==> config.mk <==
export PLATFORM = sky130hd
export DESIGN_NAME = prio_arbiter
export DESIGN_NICKNAME = d
export VERILOG_FILES = /design/src/rtl/prio_arbiter.sv
export SDC_FILE = /design/constraint.sdc
export NUM_CORES = 1
export LEC_CHECK = 0
export BUFFER_PORTS_ARGS = -buffer_cell sky130_fd_sc_hd__buf_2
export CELL_PAD_IN_SITES_DETAIL_PLACEMENT = 0
export CELL_PAD_IN_SITES_GLOBAL_PLACEMENT = 1
export CORE_MARGIN = 1
export CORE_UTILIZATION = 25
export DETAILED_ROUTE_END_ITERATION = 8
export PLACE_DENSITY = 0.53
export SYNTH_ARGS = -nofsm -noshare
export SYNTH_HDL_FRONTEND = slang
export SYNTH_SLANG_ARGS = --single-unit
==> constraint.sdc <==
create_clock -name clk -period 2.2 [get_ports clk]
set_clock_uncertainty 0.15 [all_clocks]
set_input_delay 0.44 -clock clk [delete_from_list [all_inputs] [get_ports clk]]
set_output_delay 0.44 -clock clk [all_outputs]
set_load 0.05 [all_outputs]
==> src/rtl/prio_arbiter.sv <==
// prio_arbiter: registered N-way arbiter with fixed or round-robin priority.
// A grant is held until the consumer acks or the winning request is withdrawn.
module prio_arbiter #(
  parameter int N     = 8,
  parameter int IDX_W = 3,
  parameter int RR    = 1
) (
  input  logic             clk,
  input  logic             rst_n,
  input  logic [N-1:0]     req,
  input  logic             ack,
  output logic [N-1:0]     gnt,
  output logic [IDX_W-1:0] gnt_idx,
  output logic             gnt_valid
);

  localparam logic STATE_IDLE  = 1'b0;
  localparam logic STATE_GRANT = 1'b1;
  localparam logic [IDX_W-1:0] PTR_INIT = IDX_W'(N - 1);

  logic             state_q, state_d;
  logic [N-1:0]     gnt_q, gnt_d;
  logic [IDX_W-1:0] idx_q, idx_d;
  logic             valid_q, valid_d;
  logic [IDX_W-1:0] ptr_q, ptr_d;

  logic [N-1:0]     prioMask;
  logic [N-1:0]     maskedReq;
  logic [IDX_W-1:0] winnerIdx;
  logic             releaseGrant;
  logic [IDX_W-1:0] ptrAfterRelease;

  function automatic logic [IDX_W-1:0] highestIdx(input logic [N-1:0] vec);
    logic [IDX_W-1:0] result;
    result = '0;
    for (int i = 0; i < N; i++) begin
      if (vec[i]) result = IDX_W'(i);
    end
    return result;
  endfunction

  // Round-robin: indices at or below ptr outrank those above it, so the
  // highest masked request wins; with none masked, the search wraps to N-1.
  always_comb begin
    prioMask = '0;
    for (int i = 0; i < N; i++) begin
      prioMask[i] = (IDX_W'(i) <= ptr_q);
    end
    maskedReq = req & prioMask;
    if ((RR != 0) && (maskedReq != '0)) winnerIdx = highestIdx(maskedReq);
    else                                winnerIdx = highestIdx(req);
  end

  assign releaseGrant    = ack || !req[idx_q];
  assign ptrAfterRelease = (idx_q == '0) ? PTR_INIT : idx_q - 1'b1;

  always_comb begin
    state_d = state_q;
    gnt_d   = gnt_q;
    idx_d   = idx_q;
    valid_d = valid_q;
    ptr_d   = ptr_q;
    case (state_q)
      STATE_IDLE: begin
        if (req != '0) begin
          state_d          = STATE_GRANT;
          gnt_d            = '0;
          gnt_d[winnerIdx] = 1'b1;
          idx_d            = winnerIdx;
          valid_d          = 1'b1;
        end
      end
      STATE_GRANT: begin
        if (releaseGrant) begin
          state_d = STATE_IDLE;
          gnt_d   = '0;
          idx_d   = '0;
          valid_d = 1'b0;
          ptr_d   = ptrAfterRelease;
        end
      end
      default: begin
        state_d = STATE_IDLE;
        gnt_d   = '0;
        idx_d   = '0;
        valid_d = 1'b0;
      end
    endcase
  end

  always_ff @(posedge clk or negedge rst_n) begin
    if (!rst_n) begin
      state_q <= STATE_IDLE;
      gnt_q   <= '0;
      idx_q   <= '0;
      valid_q <= 1'b0;
      ptr_q   <= PTR_INIT;
    end else begin
      state_q <= state_d;
      gnt_q   <= gnt_d;
      idx_q   <= idx_d;
      valid_q <= valid_d;
      ptr_q   <= ptr_d;
    end
  end

  assign gnt       = gnt_q;
  assign gnt_idx   = idx_q;
  assign gnt_valid = valid_q;

endmodule

==> results of run 1 <==
==> stage by stage <==
stage               hold WS [ns]  utilization  total power, mW  instance area (sq um)  setup slack, ns
CTS                        0.324        0.332             2.08                   1370           0.0387
detailed placement         0.239        0.318             1.84                   1310         -0.00549
global route               0.345        0.345             2.31                   1420          0.00232
finish                     0.324        0.345             2.15                   1420            0.145
floorplan               -0.00559            -             1.48                   1100           0.0664
global placement           0.225        0.318             1.84                   1310           0.0507
==> final timing paths <==
path                                         end  slack, ns  cells past startpoint
setup / recovery              gnt[0]$_DFFE_PN0P_       0.14                      5
setup reg to reg              gnt[0]$_DFFE_PN0P_       0.14                      5
max in group asynchronous   ptr_q[0]$_DFFE_PN1P_       1.10                      2
min in group asynchronous     gnt[2]$_DFFE_PN0P_       0.49                      2
hold reg to reg            gnt_valid$_DFFE_PN0P_       0.32                      2
hold / removal             gnt_valid$_DFFE_PN0P_       0.32                      2
==> cells by family (layout without fill, tap and decap cells) <==
logic type,count (synthesis),in the layout,share of synthesized area
buffers and inverters,12,46,0.0511
AOI/OAI and AO/OA,49,49,0.343
and+or+nand+nor,40,40,0.165
muxes,4,4,0.0522
DFF,16,16,0.367
adders and majority gates,2,2,0.0227
==> area by class of cell <==
type | count | area (sq um)
multi-input cells | 95 | 666
clock buffers | 4 | 45.0
fillers | 448 | 2700
well taps | 50 | 62.6
flip-flops and latches | 16 | 405
repair buffers | 34 | 210
inverters | 8 | 30.0
==> layout by cell type (no fill, tap or decap), types with 3 or more instances in the layout <==
master,netlist,final
sky130_fd_sc_hd__a22oi_1,8,8
sky130_fd_sc_hd__dfstp_2,3,3
sky130_fd_sc_hd__clkbuf_8,0,3
sky130_fd_sc_hd__buf_4,0,8
sky130_fd_sc_hd__nand2_1,19,19
sky130_fd_sc_hd__a21oi_1,6,6
sky130_fd_sc_hd__dfrtp_1,13,12
sky130_fd_sc_hd__buf_2,3,22
sky130_fd_sc_hd__inv_1,8,8
sky130_fd_sc_hd__nor2_1,7,6
sky130_fd_sc_hd__o21ai_0,7,7
sky130_fd_sc_hd__o31ai_1,6,4
==> report_power, final <==
part	leakage, nW	switching, mW	internal, mW
clock	0.0228	0.101	0.128
combinational	0.419	0.834	0.488
sequential	0.201	0.156	0.439
==> worst max-delay path, delay by kind of cell (launching register included) <==
| kind | cells | cell delay (ns) |
|---|---|---|
| AND/OR/NAND/NOR | 2 | 0.30 |
| AO/OA/AOI/OAI | 3 | 0.88 |
| flip-flops | 1 | 0.65 |
==> per-layer routing <==
layer / global-route usage / vias to the layer above
met3: 0.0200 / 4
met1: 0.221 / 517
met5: 0 / -
met4: 0.0625 / 0
met2: 0.238 / 20
li1: - / 538
==> flip-flops by register name, summed over array words and instances, names as in the netlist <==
name,flops
gnt_idx,3
ptr_q,3
state_q,1
gnt_valid,1
gnt,8
==> what timing repair did <==
item,CTS,global route
resized for setup,0,6
setup endpoints to repair,0,9
hold buffers,1,0
setup buffers,0,3
hold endpoints to repair,13,0
==> results, run 1 <==
- For this run, the slowest stage of the critical path takes about 0.65 ns.
- The clock insertion delay at the later pin of the skew report is 0.24 ns.
- The number of pins exceeding their max-slew limit in the final report was 0.
- Based on the critical path, the design can be clocked at up to about 0.49 GHz.
- For this run, the register share of the synthesized area comes to 0.367.
- Buffers placed on the I/O ports in this run total 22.
- The slew at the pin closest to its max-slew limit is between 0.5 and 0.6 ns.
- The number of violations of the max-capacitance limit is 0.
- Setup repair after global routing left no endpoint under its margin.
- The arrival time of data at the critical path endpoint is roughly 2.1 ns.
- Summed over all nets, wire length on met2 after detailed routing comes to 1.37 mm.
- At the worst endpoint, the required time is between 2 and 2.5 ns.
- The cell with the biggest individual delay on the critical path is sky130_fd_sc_hd__dfstp_2.
- The global routing usage summed across all routing layers is 0.156.
- The final estimated routing congestion in global placement is approximately 0.80.
- For this run, the leading register cell type out of synthesis is sky130_fd_sc_hd__dfrtp_1.
- The floorplan die height is 68.4 microns.
- The met1 wire length is ~1.7 mm.
- The floorplan has 23 rows.
- The final cell count without fillers is around 210.
- Sorting the synthesized cells by area gives the leading types as sky130_fd_sc_hd__dfrtp_1 (30%), sky130_fd_sc_hd__dfstp_2 (7.2%), sky130_fd_sc_hd__nand2_1 (6.5%), sky130_fd_sc_hd__a22oi_1 (5.4%), sky130_fd_sc_hd__o31ai_1 (4.1%).
- The layout cell share with drive strength beyond 1 is 0.344.
- sky130_fd_sc_hd__dfrtp_1 takes more of the synthesized area than any other cell.
- The final net count is between 150 and 200.
- The floorplan die width is 68.4 microns.
- The sum of met3 wire segment lengths after detailed routing is 77 microns.
- The clock root buffer is sky130_fd_sc_hd__clkbuf_8.
- The cell area after technology mapping is approximately 1100 sq um.
- The signal on the critical path passes through nor2_1 > o311a_1 > and2_2 > a211o_2 > a22oi_1.
- After detailed routing, the number of vias per cell comes to 5.21.
- After synthesis, the netlist uses 45 different library cells.
- The number of DRC violations after detailed routing is 0.
- The antenna cell count is 0.
- The clock tree from TritonCTS is yes.
- Entering global routing, the biggest net connects 17 pins.
- The top routing layer in use is met4.
- The source of the critical timing path is ptr_q[1]$_DFFE_PN1P_.
- The number of clock sinks is 16.
- The time the final worst path needs with I/O delays and setup is a little over 2 ns.
- Dividing the detail-routed wire length by the instance count gives approximately 15 microns.
- The HPWL after detailed placement is about 2.4 mm.
- The area growth from synthesis to final layout is 28.7%.
- Global routing finished with a remaining overflow of 0.
- The async set-or-reset flop fraction in the synthesized netlist is 1.00.
- STA classifies the critical path startpoint as a flop.
- The commonest cells after synthesis are sky130_fd_sc_hd__nand2_1 (19), sky130_fd_sc_hd__dfrtp_1 (13), sky130_fd_sc_hd__a22oi_1 (8), sky130_fd_sc_hd__inv_1 (8).
- The number of global-route vias before repair came to roughly 1100.
- The initial antenna violation count is 0.
- For this configuration, the core starts out at a cell density of 0.268.
- The max-slew headroom at the worst pin is 0.631.
- The most repeated cell in the gate-level netlist after synthesis is sky130_fd_sc_hd__nand2_1.
- The accumulated negative setup slack is 0 ns.
- The count of nets left with antenna violations after detail routing is 0.
- The run finished with clean final reports.
- The standard cell core area is approximately 4000 sq um.
- In this run, placement finished with an instance count of roughly 200.
- The top-level I/O count is 23.
- The path class of the tightest hold or removal check is reg2reg.
- The number of enable flip-flop cells after synthesis is 0.
- For this design the static power due to leakage is roughly 0.64 nW.
- The post-synthesis net count is ~140.
- A synthesized cell averages about 9.0 sq um.
- The full die area is 4680 sq um.
- The share of synthesized area in the top cell type comes to 0.295.
- The detailed router placed approximately 1100 vias in this run.
- The first-pass GRT wire length is 5.31 mm.
- The type of the worst setup path is reg2reg.
- Of all nets on the critical path, the largest fanout is 11.
- Counting flops and latches in the post-synthesis netlist gives 16.
- Clock-pin slew was measured on the worst setup and hold paths at around 0.07 ns.
- The longest clock path from root to sink contains 2 buffers.
- TritonCTS created 3 clock buffers.
- For this design the ratio of total power to cell area is 1510 nW/um^2.
- The startpoint of the most critical hold path is gnt_valid$_DFFE_PN0P_.
- In the finished design, the share of the clock period the worst path needs comes to 0.934.
- In this run the number of H-tree levels came out at 1.
- The maximum vdd drop is around 460 uV.
- The initial detailed-routing violation count is 55.
- The final number of hold-violating endpoints is 0.
- Synthesis handed over a netlist of about 120 instances.
- The worst setup path is captured at a flop.
- The final wirelength is 3.17 mm.
- Setup violations remaining at the end of the flow were counted as 0.
- The detailed-routing iteration count for the pre-antenna-repair pass is 4.
- The startpoint identified for the worst register-to-register timing path is ptr_q[1]$_DFFE_PN1P_.
- The yosys synthesis warning count is 0.
Note: power is estimated with default switching activity, not from simulation.
==> inputs of run 2 (changes only) <==
--- a/config.mk
+++ b/config.mk
@@ -12,6 +12,7 @@
 export CORE_UTILIZATION = 25
 export DETAILED_ROUTE_END_ITERATION = 8
 export PLACE_DENSITY = 0.53
+export RECOVER_POWER = 25
 export SYNTH_ARGS = -nofsm -noshare
 export SYNTH_HDL_FRONTEND = slang
 export SYNTH_SLANG_ARGS = --single-unit
==> run 2 against run 1 <==
  * Cell area is essentially flat
  * Critical path type unchanged
  * Fmax is the same
  * Critical path depth is the same
  * Sequential share of layout area is essentially flat
  * Largest power group unchanged
  * Global-route usage is the same
  * Sequential cell count is the same
  * Final cell count is the same
  * Largest cell class unchanged
  * Worst setup slack is the same
  * Clock power is essentially flat
  * Non-clock buffer count is the same
==> results, run 2 (same netlist as run 1, synthesis figures left out) <==
- The count of nets left with antenna violations after detail routing is 0 (unchanged).
- The standard cell core area is 4120 sq um (unchanged).
- The via-per-instance ratio was 5.21 (unchanged).
- The cell with the biggest individual delay on the critical path is sky130_fd_sc_hd__dfstp_2.
- Setup repair after global routing left no endpoint under its margin.
- The clock tree from TritonCTS is yes.
- The share of the core filled with cells in the final layout is 0.344 (about the same).
- The HPWL after detailed placement is 2.35 mm (unchanged).
- The antenna cell count is 0 (unchanged).
- The area growth from synthesis to final layout was 28.6% (about the same).
- Broken down by cell family, the worst path's largest delay share belongs to compound AO/OA/AOI/OAI gates.
- The effective utilization at floorplan is 0.268 (unchanged).
- The worst hold slack is 0.324 ns (unchanged).
- The time the final worst path needs with I/O delays and setup is 2.06 ns (unchanged).
- The number of clock sinks is 16 (unchanged).
- The global routing usage summed across all routing layers was 0.156 (unchanged).
- The floorplan die height is 68.4 microns (unchanged).
- The total power per unit cell area is 1510 nW/um^2 (about the same).
- The number of violations of the max-capacitance limit is 0 (unchanged).
- The count of input and output buffers is 22 (unchanged).
- The detailed-routing iteration count for the pre-antenna-repair pass is 4 (unchanged).
- The top cell types in the final layout, fill and taps aside, are sky130_fd_sc_hd__buf_2 (21), sky130_fd_sc_hd__nand2_1 (19), sky130_fd_sc_hd__dfrtp_1 (12).
- The run finished with clean final reports.
- The maximum number of pins on one net before global-route repair is 17 (unchanged).
- The H-tree depth reported by CTS came to 1 (unchanged).
- The sum of met3 wire segment lengths after detailed routing was 77 microns (unchanged).
- The maximum fanout along the worst path is 11 (unchanged).
- The final wirelength is 3.17 mm (unchanged).
- The layout cell share with drive strength beyond 1 came to 0.338 (-0.00637).
- The per-cell routed wire length is 15.3 microns (unchanged).
- The portion of total power attributed to the clock network is 0.107 (about the same).
- The final net count is 171 (unchanged).
- The clock insertion delay at the later pin of the skew report is 0.24 ns (about the same).
- The number of global-route vias before repair is 1078 (unchanged).
- The number of pins exceeding their max-slew limit in the final report was 0 (unchanged).
- The met2 layer wire length in the routed design is 1.37 mm (about the same).
- The critical path is of the reg2reg type.
- The largest stage delay on the critical path is 0.65 ns (about the same).
- The switching power was 1.09 mW (about the same).
- The count of buffer and inverter cells on the critical path is 0 (unchanged).
- The number of inserted filler cells in the final layout is 447 (-0.22%).
- The area occupied by multi-input gates is 666 sq um (unchanged).
- The critical path data required time is 2.22 ns (about the same).
- The final number of hold-violating endpoints is 0 (unchanged).
- Leaving out fill and tap cells, the most frequent cell in the layout is sky130_fd_sc_hd__buf_2.
- The initial detailed-routing violation count is 52 (-5.5%).
- The total number of vias is 1079 (unchanged).
- The slew at the pin closest to its max-slew limit is 0.901 ns (+0.355 ns).
- The full die area was 4680 sq um (unchanged).
- The floorplan die width is 68.4 microns (unchanged).
- The top routing layer in use is met4.
- The class of the most critical hold timing path is reg2reg.
- The initial antenna violation count is 0 (unchanged).
- The sequential group share of total power is 0.277 (about the same).
- The flip-flop count of the largest register after layout is 8 (unchanged).
- The nature of the critical path endpoint is a flop.
- The root buffer cell chosen for the clock tree is sky130_fd_sc_hd__clkbuf_8.
- The first-pass GRT wire length was 5.31 mm (unchanged).
- The top-level I/O count was 23 (unchanged).
- The fmax is 0.487 GHz (unchanged).
- The leakage dissipation is 0.640 nW (-0.43%).
- The maximum buffer depth of the clock tree is 2 (unchanged).
- The final global-route overflow total is 0 (unchanged).
- The clock-pin slew on the worst setup and hold paths is 0.07 ns (about the same).
- The period utilization is 0.934 (unchanged).
- The internal power component is 1.06 mW (about the same).
- The clock buffer count from CTS is 3 (unchanged).
- The combinational group share of total power came to 0.616 (about the same).
- STA classifies the critical path startpoint as a flop.
- The number of DRC violations after detailed routing came to 0 (unchanged).
- The area of all sequential standard cells is 405 sq um (unchanged).
- The count of standard-cell rows is 23 (unchanged).
- The final-report setup violation count is 0 (unchanged).
- The met1 wire length is 1.70 mm (unchanged).
- The max-slew headroom at the worst pin is 0.399 (-0.232).
- The maximum vdd drop is 456 uV (about the same).
- The switching share of power is 0.508 (about the same).
- Walking the worst path, the cells encountered are nor2_1 > o311a_1 > and2_2 > a211o_2 > a22oi_1.
- The arrival time of data at the critical path endpoint is 2.07 ns (about the same).
- The final estimated routing congestion in global placement is 0.797 (unchanged).
-- run 2: changes by cell type in the layout (fill, tap and decap cells not counted) --
cell and delta:
sky130_fd_sc_hd__buf_2 -1, sky130_fd_sc_hd__clkbuf_1 +1
-- run 2: what timing repair did --
item / CTS / global route
hold buffers: 1 / 0
hold endpoints to repair: 13 / 0
endpoints found under the setup margin: 0 / 9
buffers inserted: 0 / 3
gates resized for setup: 0 / 6
-- run 2: final timing paths --
path                                       start                      to  slack [ns]  depth (start not counted)
max                         ptr_q[1]$_DFFE_PN1P_      gnt[0]$_DFFE_PN0P_        0.14                          5
min                        gnt_valid$_DFFE_PN0P_   gnt_valid$_DFFE_PN0P_        0.32                          2
max reg2reg                 ptr_q[1]$_DFFE_PN1P_      gnt[0]$_DFFE_PN0P_        0.14                          5
min reg2reg                gnt_valid$_DFFE_PN0P_   gnt_valid$_DFFE_PN0P_        0.32                          2
max in group asynchronous                  rst_n  gnt_idx[2]$_DFFE_PN0P_        0.60                          2
min in group asynchronous                  rst_n      gnt[2]$_DFFE_PN0P_        0.68                          2
-- run 2: stage by stage --
stage / instance area [sq um] / cells / worst slack [ns] / TNS (ns) / power [mW]
after floorplan: 1100 / 123 / 0.0664 / 0 / 1.48
after global placement: 1310 / 199 / 0.0507 / 0 / 1.84
after detailed placement: 1310 / 199 / -0.00549 / -0.00549 / 1.84
after CTS: 1370 / 204 / 0.0387 / 0 / 2.08
after global routing: 1420 / 207 / 0.00232 / 0 / 2.31
final: 1420 / 207 / 0.145 / 0 / 2.15
-- run 2: area by class of cell --
cell class | count | share of cell area
clock buffer | 4 | 0.0318
tap | 50 | 0.0441
sequential | 16 | 0.286
multi-input combinational | 95 | 0.470
inverter | 8 | 0.0212
timing repair buffer | 34 | 0.147
-- run 2: power by group through the flow --
stage	sequential, mW	combinational (mW)	clock [mW]
6_report	0.595	1.32	0.229
5_1_grt	0.621	1.44	0.249
3_3_place_gp	0.613	1.22	0
3_5_place_dp	0.611	1.23	0
2_1_floorplan	0.812	0.670	0
4_1_cts	0.607	1.24	0.237
-- run 2: worst register-to-register path, delay by kind of cell (launching register included) --
kind,cells,cell delay [ns]
AO/OA/AOI/OAI,3,0.88
flip-flops,1,0.65
AND/OR/NAND/NOR,2,0.31
-- run 2: per-layer routing --
metal	up-vias	track usage
met5	-	0
met4	0	0.0625
met3	4	0.0200
met2	20	0.238
met1	517	0.221
li1	538	-
==> inputs of run 3 (changes only) <==
==> constraint.sdc (replaced) <==
create_clock -name clk -period 1.94 [get_ports clk]
set_clock_uncertainty 0.15 [all_clocks]
set_input_delay 0.388 -clock clk [delete_from_list [all_inputs] [get_ports clk]]
set_output_delay 0.388 -clock clk [all_outputs]
set_load 0.05 [all_outputs]
==> run 3 against run 2 <==
  * The run now ends with setup timing left
  * Largest cell class unchanged
  * Highest routed layer unchanged
  * Sequential cell count stayed put
  * Via count rose by 5.8%
  * Die area unchanged
  * Worst setup slack got worse by 0.19 ns
  * Total power up 37%
  * Clock power is 31% higher
  * Cell area grew 21%
  * Sequential share of layout area shrank 4.8 points
  * Global-route usage increased by 0.81 points
  * Register-to-register slack got worse by 0.19 ns
  * Combinational power grew 48%
==> results, run 3 (same netlist as run 1, synthesis figures left out) <==
- The commonest non-fill, non-tap cell in the layout is sky130_fd_sc_hd__buf_4.
- The sequential group share of total power is 0.229 (-0.048).
- The final reports fail on setup timing.
- The number of pins exceeding their max-slew limit in the final report is 0 (unchanged).
- The standard cell core area is 4120 sq um (unchanged).
- The maximum vdd drop is 719 uV (+58%).
- The maximum buffer depth of the clock tree is 2 (unchanged).
- The total power consumption of the routed design was 2.93 mW (+37%).
- The type of element launching the critical path is a flop.
- CTS placed an instance of sky130_fd_sc_hd__clkbuf_8 at the clock tree root.
- The count of input and output buffers was 22 (unchanged).
- The initial detailed-routing violation count came to 35 (-33%).
- The final estimated routing congestion in global placement is 0.769 (-3.5%).
- The total number of vias was 1142 (+5.8%).
- The global routing usage summed across all routing layers was 0.164 (+0.00808).
- The final worst-path setup slack is -0.0412 ns (-0.186 ns).
- The worst setup path is of the reg2reg kind.
- The clock insertion delay at the later pin of the skew report is 0.25 ns (about the same).
- The switching power came to 1.42 mW (+30%).
- Compared with the post-synthesis result, the final layout area differs by 55.7%.
- The per-cell routed wire length is 15.6 microns (+1.9%).
- In the layout the commonest cells are sky130_fd_sc_hd__buf_4 (27), sky130_fd_sc_hd__buf_2 (21), sky130_fd_sc_hd__nand2_1 (17).
- Setup repair after global routing could not meet its margin everywhere.
- The final wirelength was 3.53 mm (+11%).
- The layout cell share with drive strength beyond 1 was 0.551 (+0.214).
- The antenna cell count was 0 (unchanged).
- The worst hold slack is 0.333 ns (+0.00919 ns).
- The critical path data required time is 1.91 ns (-0.31 ns).
- The time the final worst path needs with I/O delays and setup is 1.98 ns (-0.0743 ns).
- The hold-critical path depth was 2 (unchanged).
- The pre-CTS setup slack is -0.137 ns (-0.131 ns).
- The clock buffer count from CTS is 3 (unchanged).
- The worst setup path is captured at a flop.
- The total placed cells including tap cells is 217 (+9.0%).
- The H-tree depth reported by CTS is 1 (unchanged).
- The period utilization was 1.02 (+0.0869).
- The effective utilization at floorplan was 0.268 (unchanged).
- The combinational group share of total power is 0.669 (+0.053).
- The final net count is 190 (+11%).
- The max-slew headroom at the worst pin is 0.382 (-0.0172).
- The maximum fanout along the worst path is 8 (-3).
- The run finished, with violations left.
- The clock-pin slew on the worst setup and hold paths is 0.07 ns (about the same).
- The internal power component is 1.51 mW (+43%).
- The post-place instance area is 1480 sq um (+13%).
- The logic depth of the worst register-to-register path is 5 (unchanged).
- The detailed-routing iteration count for the pre-antenna-repair pass is 4 (unchanged).
- The first-pass GRT wire length is 5.47 mm (+3.1%).
- The count of nets left with antenna violations after detail routing is 0 (unchanged).
- The accumulated negative setup slack came to -0.171 ns (-0.171 ns).
- The initial antenna violation count is 0 (unchanged).
- The leakage dissipation is 0.754 nW (+18%).
- The final number of hold-violating endpoints is 0 (unchanged).
- The number of DRC violations after detailed routing came to 0 (unchanged).
- The fmax came to 0.505 GHz (+3.7%).
- The cell area after layout is 1720 sq um (+21%).
- The portion of total power attributed to the clock network was 0.102 (-0.005).
- The maximum number of pins on one net before global-route repair is 17 (unchanged).
- The floorplan die width was 68.4 microns (unchanged).
- The final-report setup violation count is 6 (+6).
- The switching share of power is 0.485 (-0.0229).
- The slew at the pin closest to its max-slew limit is 0.927 ns (+0.0259 ns).
- The via-per-instance ratio is 5.05 (-3.1%).
- In this run the worst hold path is classified as reg2reg.
- The floorplan die height is 68.4 microns (unchanged).
- The clock tree from TritonCTS is yes.
- The total power per unit cell area is 1710 nW/um^2 (+13%).
- The number of global-route vias before repair is 1107 (+2.7%).
- The share of the core filled with cells in the final layout was 0.417 (+0.0727).
- The full die area is 4680 sq um (unchanged).
- The count of standard-cell rows is 23 (unchanged).
- The arrival time of data at the critical path endpoint is 1.96 ns (-0.11 ns).
- The final cell count without fillers is 226 (+9.2%).
- The flip-flop count of the largest register after layout came to 8 (unchanged).
- The final global-route overflow total came to 0 (unchanged).
- The number of clock sinks is 16 (unchanged).
- The number of violations of the max-capacitance limit is 0 (unchanged).
- The number of inserted filler cells in the final layout came to 427 (-4.5%).
- The HPWL after detailed placement is 2.75 mm (+17%).
- The top-level I/O count came to 23 (unchanged).
==> run 3: cell count changes in the layout (fill, tap and decap cells not counted), sizes merged <==
cell / previous run / this run
clkbuf: 7 / 5
buf: 30 / 51
==> run 3: layout make-up <==
class,instances,area [sq um],share of cell area
clock buffer,4,55.1,0.0321
inverter,8,30.0,0.0175
multi-input combinational,95,797,0.464
timing repair buffer,53,364,0.212
tap,50,62.6,0.0364
sequential,16,408,0.238
==> run 3: timing repair <==
item	CTS	global route
setup buffers	2	3
hold buffers	1	0
resized for setup	16	16
hold endpoints to repair	13	0
pin swaps	9	4
endpoints found under the setup margin	9	11
==> run 3: path summary, 6_finish.rpt <==
path / endpoint / slack (ns) / start
max in group asynchronous: gnt_idx[0]$_DFFE_PN0P_ / 0.38 / rst_n
worst max-delay path: gnt[7]$_DFFE_PN0P_ / -0.04 / ptr_q[0]$_DFFE_PN1P_
worst max register to register: gnt[7]$_DFFE_PN0P_ / -0.04 / ptr_q[0]$_DFFE_PN1P_
worst min-delay path: gnt[5]$_DFFE_PN0P_ / 0.33 / gnt[5]$_DFFE_PN0P_
worst min register to register: gnt[5]$_DFFE_PN0P_ / 0.33 / gnt[5]$_DFFE_PN0P_
min in group asynchronous: gnt_valid$_DFFE_PN0P_ / 0.64 / rst_n
==> run 3: worst max-delay path, cell delays in order (launching register included) <==
cell                       delay [ns]
sky130_fd_sc_hd__dfstp_2         0.64
sky130_fd_sc_hd__nor3_2          0.09
sky130_fd_sc_hd__o311a_4         0.34
sky130_fd_sc_hd__and2_4          0.16
sky130_fd_sc_hd__a211oi_4        0.34
sky130_fd_sc_hd__o31ai_2         0.13
==> run 3: power by group through the flow <==
| stage | Combinational, mW | Clock [mW] | Sequential (mW) |
|---|---|---|---|
| CTS | 1.81 | 0.311 | 0.662 |
| floorplan | 0.814 | 0 | 0.927 |
| detailed placement | 1.69 | 0 | 0.651 |
| finish | 1.96 | 0.300 | 0.670 |
| global placement | 1.69 | 0 | 0.645 |
| global route | 2.13 | 0.328 | 0.696 |
==> run 3: layer usage <==
metal | part of all wire | global-route usage | vias up
li1 | - | - | 572
met1 | 0.46 | 0.211 | 556
met5 | 0 | 0 | -
met3 | 0.021 | 0.0350 | 2
met2 | 0.52 | 0.278 | 12
met4 | 0.0051 | 0.0391 | 0
